### src/rtl/sdp_ram_be_clr.sv
// Simple dual-port RAM for lookup/action tables. It has byte-enabled writes, write-first
// forwarding, a 1- or 2-cycle registered read, and a zero-fill sweep after reset.
module sdp_ram_be_clr #(
  parameter int DATA_WIDTH   = 64,
  parameter int ADDR_WIDTH   = 4,
  parameter int BYTE_WIDTH   = 8,
  parameter int READ_LATENCY = 1,
  parameter int INIT_CLEAR   = 1
) (
  input  logic                             clk,
  input  logic                             rst,
  input  logic                             wr_en,
  input  logic [ADDR_WIDTH-1:0]            wr_addr,
  input  logic [DATA_WIDTH-1:0]            wr_data,
  input  logic [DATA_WIDTH/BYTE_WIDTH-1:0] wr_be,
  input  logic                             rd_en,
  input  logic [ADDR_WIDTH-1:0]            rd_addr,
  output logic [DATA_WIDTH-1:0]            rd_data,
  output logic                             rd_valid,
  output logic                             init_done
);

  localparam int NUM_BYTES = DATA_WIDTH / BYTE_WIDTH;
  localparam int DEPTH     = 2 ** ADDR_WIDTH;

  typedef enum logic {
    CLEAR,
    READY
  } state_t;

  state_t                  state;
  state_t                  state_next;
  logic [ADDR_WIDTH:0]     clr_addr;
  logic [ADDR_WIDTH:0]     clr_addr_inc;
  logic                    clearing;
  logic                    ready;
  logic                    wr_fire;
  logic                    rd_fire;
  logic [DATA_WIDTH-1:0]   rd_word;
  logic [DATA_WIDTH-1:0]   s1_data;
  logic                    s1_valid;
  logic [DATA_WIDTH-1:0]   mem [DEPTH];

  if (DATA_WIDTH % BYTE_WIDTH != 0) begin : g_bad_width
    $error("sdp_ram_be_clr: DATA_WIDTH must be a multiple of BYTE_WIDTH");
  end

  // The extra MSB of the sweep counter flags the terminal count directly.
  assign clr_addr_inc = clr_addr + {{ADDR_WIDTH{1'b0}}, 1'b1};

  always_ff @(posedge clk) begin
    if (rst) begin
      state <= (INIT_CLEAR != 0) ? CLEAR : READY;
    end else begin
      state <= state_next;
    end
  end

  always_comb begin
    state_next = state;
    case (state)
      CLEAR:   if (clr_addr_inc[ADDR_WIDTH]) state_next = READY;
      READY:   state_next = READY;
      default: state_next = state;
    endcase
  end

  always_comb begin
    clearing = (state == CLEAR);
    ready    = (state == READY);
  end

  assign init_done = ready;
  assign wr_fire   = ready & wr_en;
  assign rd_fire   = ready & rd_en;

  always_ff @(posedge clk) begin
    if (rst) begin
      clr_addr <= '0;
    end else if (clearing) begin
      clr_addr <= clr_addr_inc;
    end
  end

  // The array has no reset. Only the sweep zeroes it, and only outside rst cycles.
  always_ff @(posedge clk) begin
    if (!rst) begin
      if (clearing) begin
        mem[clr_addr[ADDR_WIDTH-1:0]] <= '0;
      end else if (wr_fire) begin
        for (int i = 0; i < NUM_BYTES; i++) begin
          if (wr_be[i]) begin
            mem[wr_addr][i*BYTE_WIDTH +: BYTE_WIDTH] <= wr_data[i*BYTE_WIDTH +: BYTE_WIDTH];
          end
        end
      end
    end
  end

  // Write-first: enabled bytes of a same-address write bypass the array.
  always_comb begin
    rd_word = mem[rd_addr];
    if (wr_fire && (wr_addr == rd_addr)) begin
      for (int i = 0; i < NUM_BYTES; i++) begin
        if (wr_be[i]) begin
          rd_word[i*BYTE_WIDTH +: BYTE_WIDTH] = wr_data[i*BYTE_WIDTH +: BYTE_WIDTH];
        end
      end
    end
  end

  always_ff @(posedge clk) begin
    if (rst) begin
      s1_valid <= 1'b0;
      s1_data  <= '0;
    end else begin
      s1_valid <= rd_fire;
      if (rd_fire) begin
        s1_data <= rd_word;
      end
    end
  end

  if (READ_LATENCY == 1) begin : g_lat1
    assign rd_data  = s1_data;
    assign rd_valid = s1_valid;
  end else if (READ_LATENCY == 2) begin : g_lat2
    logic [DATA_WIDTH-1:0] s2_data;
    logic                  s2_valid;

    always_ff @(posedge clk) begin
      if (rst) begin
        s2_valid <= 1'b0;
        s2_data  <= '0;
      end else begin
        s2_valid <= s1_valid;
        if (s1_valid) begin
          s2_data <= s1_data;
        end
      end
    end

    assign rd_data  = s2_data;
    assign rd_valid = s2_valid;
  end else begin : g_bad_latency
    $error("sdp_ram_be_clr: READ_LATENCY must be 1 or 2");
  end

endmodule

### config.mk
export PLATFORM = sky130hd
export DESIGN_NAME = sdp_ram_be_clr
export DESIGN_NICKNAME = d
export VERILOG_FILES = /design/src/rtl/sdp_ram_be_clr.sv
export SDC_FILE = /design/constraint.sdc
export NUM_CORES = 1
export LEC_CHECK = 0
export CORE_MARGIN = 10
export CORE_UTILIZATION = 45
export DETAILED_ROUTE_END_ITERATION = 7
export MAX_ROUTING_LAYER = met4
export RECOVER_POWER = 100
export SLEW_MARGIN = 25
export SYNTH_ARGS = -nofsm -noshare
export SYNTH_HDL_FRONTEND = slang
export SYNTH_SLANG_ARGS = --single-unit
### constraint.sdc
create_clock -name clk -period 3.8 [get_ports clk]
set_clock_uncertainty 0.2 [all_clocks]
set_input_delay 0.57 -clock clk [delete_from_list [all_inputs] [get_ports clk]]
set_output_delay 0.57 -clock clk [all_outputs]
set_load 0.05 [all_outputs]
# Word level (Yosys, flattened, before mapping)
# Memories as Yosys holds them, arrays and structs flattened.
# Index checks and enable logic that the tools add are counted.
# word_totals
reg_bits,71
ramBits,1024
in_bits,84
output_inout_bits,66
word_cells,69
mem_count,1
# op_classes
add_sub_neg,1
eq_ne,1
mux,57
bitwise,3
n_reduce_logical,2
# memory_table
memory,words,width,rd,rd_clocked_by_memory_dff,wr,line,source
mem,16,64,1,0,1,42,logic [DATA_WIDTH-1:0] mem [DEPTH];
# op_table
op,n
$mux W64,2
$mux W8,9
$reduce_or A64 Y1,1
$mux W1,44
$add A5 B1 Y5 const B,1
$eq A4 B4 Y1,1
$mux W4,1
$and A1 B1 Y1,2
$pmux W1 S2,1
$logic_and A1 B1 Y1,1
$not A1 Y1,1

# Longest topological paths before layout
# logic_depth
ltp_word,7
ltp_mapped,10
ltp_nobuf,5

# Least setup slack after synthesis
# OpenSTA, ideal clock, no wires.
# synth_path
kind,register to register
startpoint,register state (netlist: init_done)
endpoint,"memory mem[0][48], enable pin"
setup_ns,0.370
arrival_ns,2.720
required_time_ns,3.230
slack_ns,0.510
stages_incl_launch_ff,8
n_path_buf,2
period_less_slack_ns,3.290
path_cell_list,dfxtp_1 > buf_4 > nand2_2 > a211oi_4 > mux2i_2 > nand3_2 > buf_6 > nor2_1
# synth_between
elab_chain_len,7
elab_cells_between_ends,39
classes_between,mux: 37; bitwise: 1; reduce/logical: 1
# synth_rtl
item,line,source
"start, declared",31,state_t state;
"start signal, assigned",53,state <= (INIT_CLEAR != 0) ? CLEAR : READY;
"start signal, assigned",55,state <= state_next;
$and A1 B1 Y1,74,assign wr_fire = ready & wr_en;
$mux W1,90,end else if (wr_fire) begin
$mux W1,88,if (clearing) begin
$mux W1,87,if (!rst) begin
$mux W1 (not written as such),93,mem[wr_addr][i*BYTE_WIDTH +: BYTE_WIDTH] <= wr_data[i*BYTE_WIDTH +: BYTE_WIDTH];
$reduce_or A64 Y1 (no source line),-,
$mux W4 (no source line) or $mux W8 (tied branches),-,
"end, declared",42,
# Several ways; a longest one is shown, not always the timed one.

# Worst setup path in the final report
# layout_path
startpoint,input port wr_be[2]
endpoint,"memory mem[15][22], enable pin"
# layout_between
elab_chain_len,7
elab_cells_between_ends,8
classes_between,mux: 7; reduce/logical: 1
# layout_rtl
item,line,source
"start, declared",15,"input logic [DATA_WIDTH/BYTE_WIDTH-1:0] wr_be,"
$mux W1 (*),92,if (wr_be[i]) begin
$mux W1 (*),90,
$mux W1 (*),88,
$mux W1 (*),87,
$mux W1 (not written as such) (*),93,
$reduce_or A64 Y1 (no source line),-,
$mux W4 (no source line) or $mux W8 (tied branches),-,
# Every way passes the cells marked *; elsewhere a longest branch is shown, timed or not.

==> impl_metrics.tcl <==
set metrics [dict create \
    final.min_clock_period_ns 3.68 \
    pin_count 150 \
    synth_area_um2 43800 \
    path_cells "dlygate4sd3_1 -> nor4_4 -> a211oi_4 -> buf_12 -> mux2_4 -> nand3_2 -> clkbuf_1 -> nor2_1 -> clkbuf_2" \
    grt_pass1_vias 24800 \
    total_leakage_power_nw 17.1 \
    clk_pin_slew_ns 0.06 \
    ys_warn_count 0 \
    row_count 114 \
    cp_slowest_stage_delay_ns 0.74 \
    avgSynthCellArea_um2 17.8 \
    htree_levels 3 \
    drtIter0Drc 2513 \
    slowest_stage "dlygate4sd3_1" \
    nets 2896 \
    grt.total_usage_pct 20.8 \
    yosysUniqueCellTypes 40 \
    p_per_area_nw_per_um2 510 \
    clock_sinks 1095 \
    core_area_um2 96700 \
    cts_hold_buffers 0 \
    grt_antenna_before_repair 6 \
    numPortBuffers 149 \
    synth_edf_count 1024 \
    fillers 7634 \
    worstSetupStartpointType "primary input" \
    async_reset_ff_share_pct 0 \
    clkLatencyLatePin_ns 0.69 \
    internal_power_w 0.0203 \
    routed_via_density 5.80 \
    drive_gt1_share_pct 21.9 \
    post_cts_buffers 0 \
    root_buffer "clkbuf_16" \
    power_switching_share_pct 22.0 \
    wl_per_cell_um 27.2 \
    met1_usage_pct 28.2 \
    grt.met2_usage_pct 32.2 \
    dieArea_um2 110000 \
    ant_nets 0 \
    maxCapViolCount 1 \
    power_frac_comb_pct 6.9 \
    met3_usage_pct 3.76 \
    pwr-share-seq_pct 51.7 \
    vias 24300 \
    crit_path_end_kind "flop" \
    overflow 0 \
    rsz0062_at_grt "false" \
    p_switching_w 0.00575 \
    clkPwrFrac_pct 41.4 \
    status "complete, but fails checks" \
    slew_viol_final 30 \
    cts_buffers 109 \
    arrival_ns 3.83 \
    synthFlopType "edfxtp_1" \
    slew_headroom_pct -27.1 \
    cts_resized 0 \
    drt_pre_antenna_iters 5 \
    finalCritPeriodShare_pct 96.9 \
    hold_viol 0 \
    hpwl_um 72900 \
    wirelength_um 114000 \
    areaGrowthSynthToFinish_pct 16.6 \
    worst_pin_slew_ns 1.91 \
    regArea_um2 32200 \
    dp_worst_setup_slack_ns -0.318 \
    hold_slack_ns 0.293 \
    grt_max_degree 129 \
    place_congestion 0.828 \
    start_util_pct 45.3 \
    layout_setup_ws_ns 0.116 \
    clock_path_buffers 3 \
    ys_seq_elements 1095 \
    drc_errors 0 \
    post-route-util_pct 52.8 \
    max_freq_mhz 271 \
    ir_drop_mv 0.437 \
    critical_path_class "in -> reg" \
    cp_max_fo 20 \
    yosysSeqAreaShare_pct 73.4 \
    synthCells 2461 \
    failed_checks "capacitance limit, slew limit" \
    multi_input_comb_area_um2 10700 \
    cts_tree "done" \
    setup_viol 0 \
    min-delay-path-class "in -> reg" \
    cp.required_ns 3.95 \
    top_usage_layer "met2" \
    synth_fp_nets 2546 \
    grt_pass1_wl_um 168000 \
    die_h_um 332 \
    fp.dieW_um 332 \
]
[worst paths after layout]
kind         startpoint     endpoint  slack (ns)  cells after the start
min reg2reg  rd_data[2]   rd_data[2]        0.31                      2
max reg2reg   init_done  rd_data[36]        0.39                      6
max            wr_be[2]  mem[15][22]        0.12                      9
min          wr_data[5]   rd_data[5]        0.29                      3
[cell usage in the layout, fill, tap and decap left out, drive strengths merged]
master and instances:
edfxtp 1024, nor2 346, clkbuf 306, mux4 192
mux2 103, buf 88, o21ai 81, clkdlybuf4s50 77
dfxtp 71, dlygate4sd3 67, and2 66, a211oi 53
mux2i 53, nor2b 49, a2111oi 47, nor4 42
clkinv 42, o22ai 36, nand2 32, a21oi 30
nor3 22, a221oi 20, nand3 17, bufinv 12
and4 8, inv 6, xor2 5, diode 4
xnor2 3, clkinvlp 2, and3 1, nand2b 1
nand4b 1, ha 1
[Yosys cell counts (2+ instances only)]
master / instances / area share [%]
edfxtp_1: 1024 / 70
a211oi_1: 52 / 0.89
buf_2: 37 / 0.42
nor3_1: 21 / 0.24
xor2_1: 5 / 0.10
buf_6: 24 / 0.62
mux4_2: 192 / 9.9
mux2_2: 100 / 2.6
nor2_1: 326 / 2.8
o22ai_1: 36 / 0.51
buf_1: 5 / 0.043
buf_4: 16 / 0.27
nand2_1: 31 / 0.27
and2_1: 66 / 0.94
a221oi_1: 20 / 0.40
nor4_1: 40 / 0.57
dfxtp_1: 71 / 3.2
nor4_4: 2 / 0.097
mux2i_2: 3 / 0.094
xnor2_1: 3 / 0.060
nand3_4: 7 / 0.28
a2111oi_0: 45 / 0.90
o21ai_0: 81 / 0.93
a2111oi_2: 2 / 0.069
a21oi_1: 30 / 0.34
nor2_2: 20 / 0.29
and4_1: 8 / 0.16
mux2i_1: 50 / 1.1
nand3_1: 9 / 0.10
clkbuf_1: 75 / 0.64
mux2_4: 3 / 0.10
nor2b_1: 49 / 0.70
[critical path: cells and delay by family]
kind,cells,cell delay [ns]
buf+inv,4,1.55
simple gates,3,1.27
mux,1,0.27
compound gates,1,0.16
[final cells by class]
| type | count | share of cell area (%) |
|---|---|---|
| repair buffers | 396 | 5.86 |
| flip-flops and latches | 1095 | 63.0 |
| clock inverters | 62 | 1.32 |
| clock buffers | 142 | 5.74 |
| multi-input cells | 1209 | 21.0 |
| well taps | 1276 | 3.12 |
| diodes | 4 | 0.0196 |
[logic make-up (layout without fill, tap and decap cells)]
logic type                 count (synthesis)  after routing  synth area share [%]
DFF                                     1095           1095                  73.4
adders and majority gates                  1              1                0.0285
other                                      0              4                     0
buffers and inverters                    157            600                  2.00
AOI/OAI and AO/OA                        267            267                  4.09
and+or+nand+nor                          585            585                  6.54
muxes                                    348            348                  13.8
xor gates and xnor gates                   8              8                 0.160
[power by group through the flow]
| stage | Sequential [W] | Combinational (W) | Clock [W] |
|---|---|---|---|
| 6_report | 0.0135 | 0.00181 | 0.0108 |
| 5_1_grt | 0.0135 | 0.00193 | 0.0115 |
| 4_1_cts | 0.0135 | 0.00189 | 0.0110 |
| 3_5_place_dp | 0.0137 | 0.00189 | 0 |
| 3_3_place_gp | 0.0137 | 0.00186 | 0 |
| 2_1_floorplan | 0.0137 | 0.00107 | 0 |
[registers in the layout, indices dropped and copies added, names as in the netlist]
name       flops
clr_addr       5
init_done      1
mem         1024
rd_data       64
rd_valid       1
[metrics by stage]
step           total power [W]  instance area, um^2  cells  setup TNS [ns]
3_3_place_gp            0.0156                48100   3976          -77.65
4_1_cts                 0.0263                51700   4180               0
5_1_grt                 0.0269                51100   4181               0
6_report                0.0261                51100   4184               0
3_5_place_dp            0.0156                48100   3976         -110.01
2_1_floorplan           0.0148                43800   2461               0
[routing by layer]
metal / routed length, um / share of wire (%) / up-vias
met2: 54200 / 48 / 979
met1: 48100 / 42 / 12600
met5: 0 / 0 / -
met4: 2370 / 2.1 / 0
li1: - / - / 10500
met3: 9090 / 8.0 / 140
No activity file was read; power rests on OpenSTA's default activity.
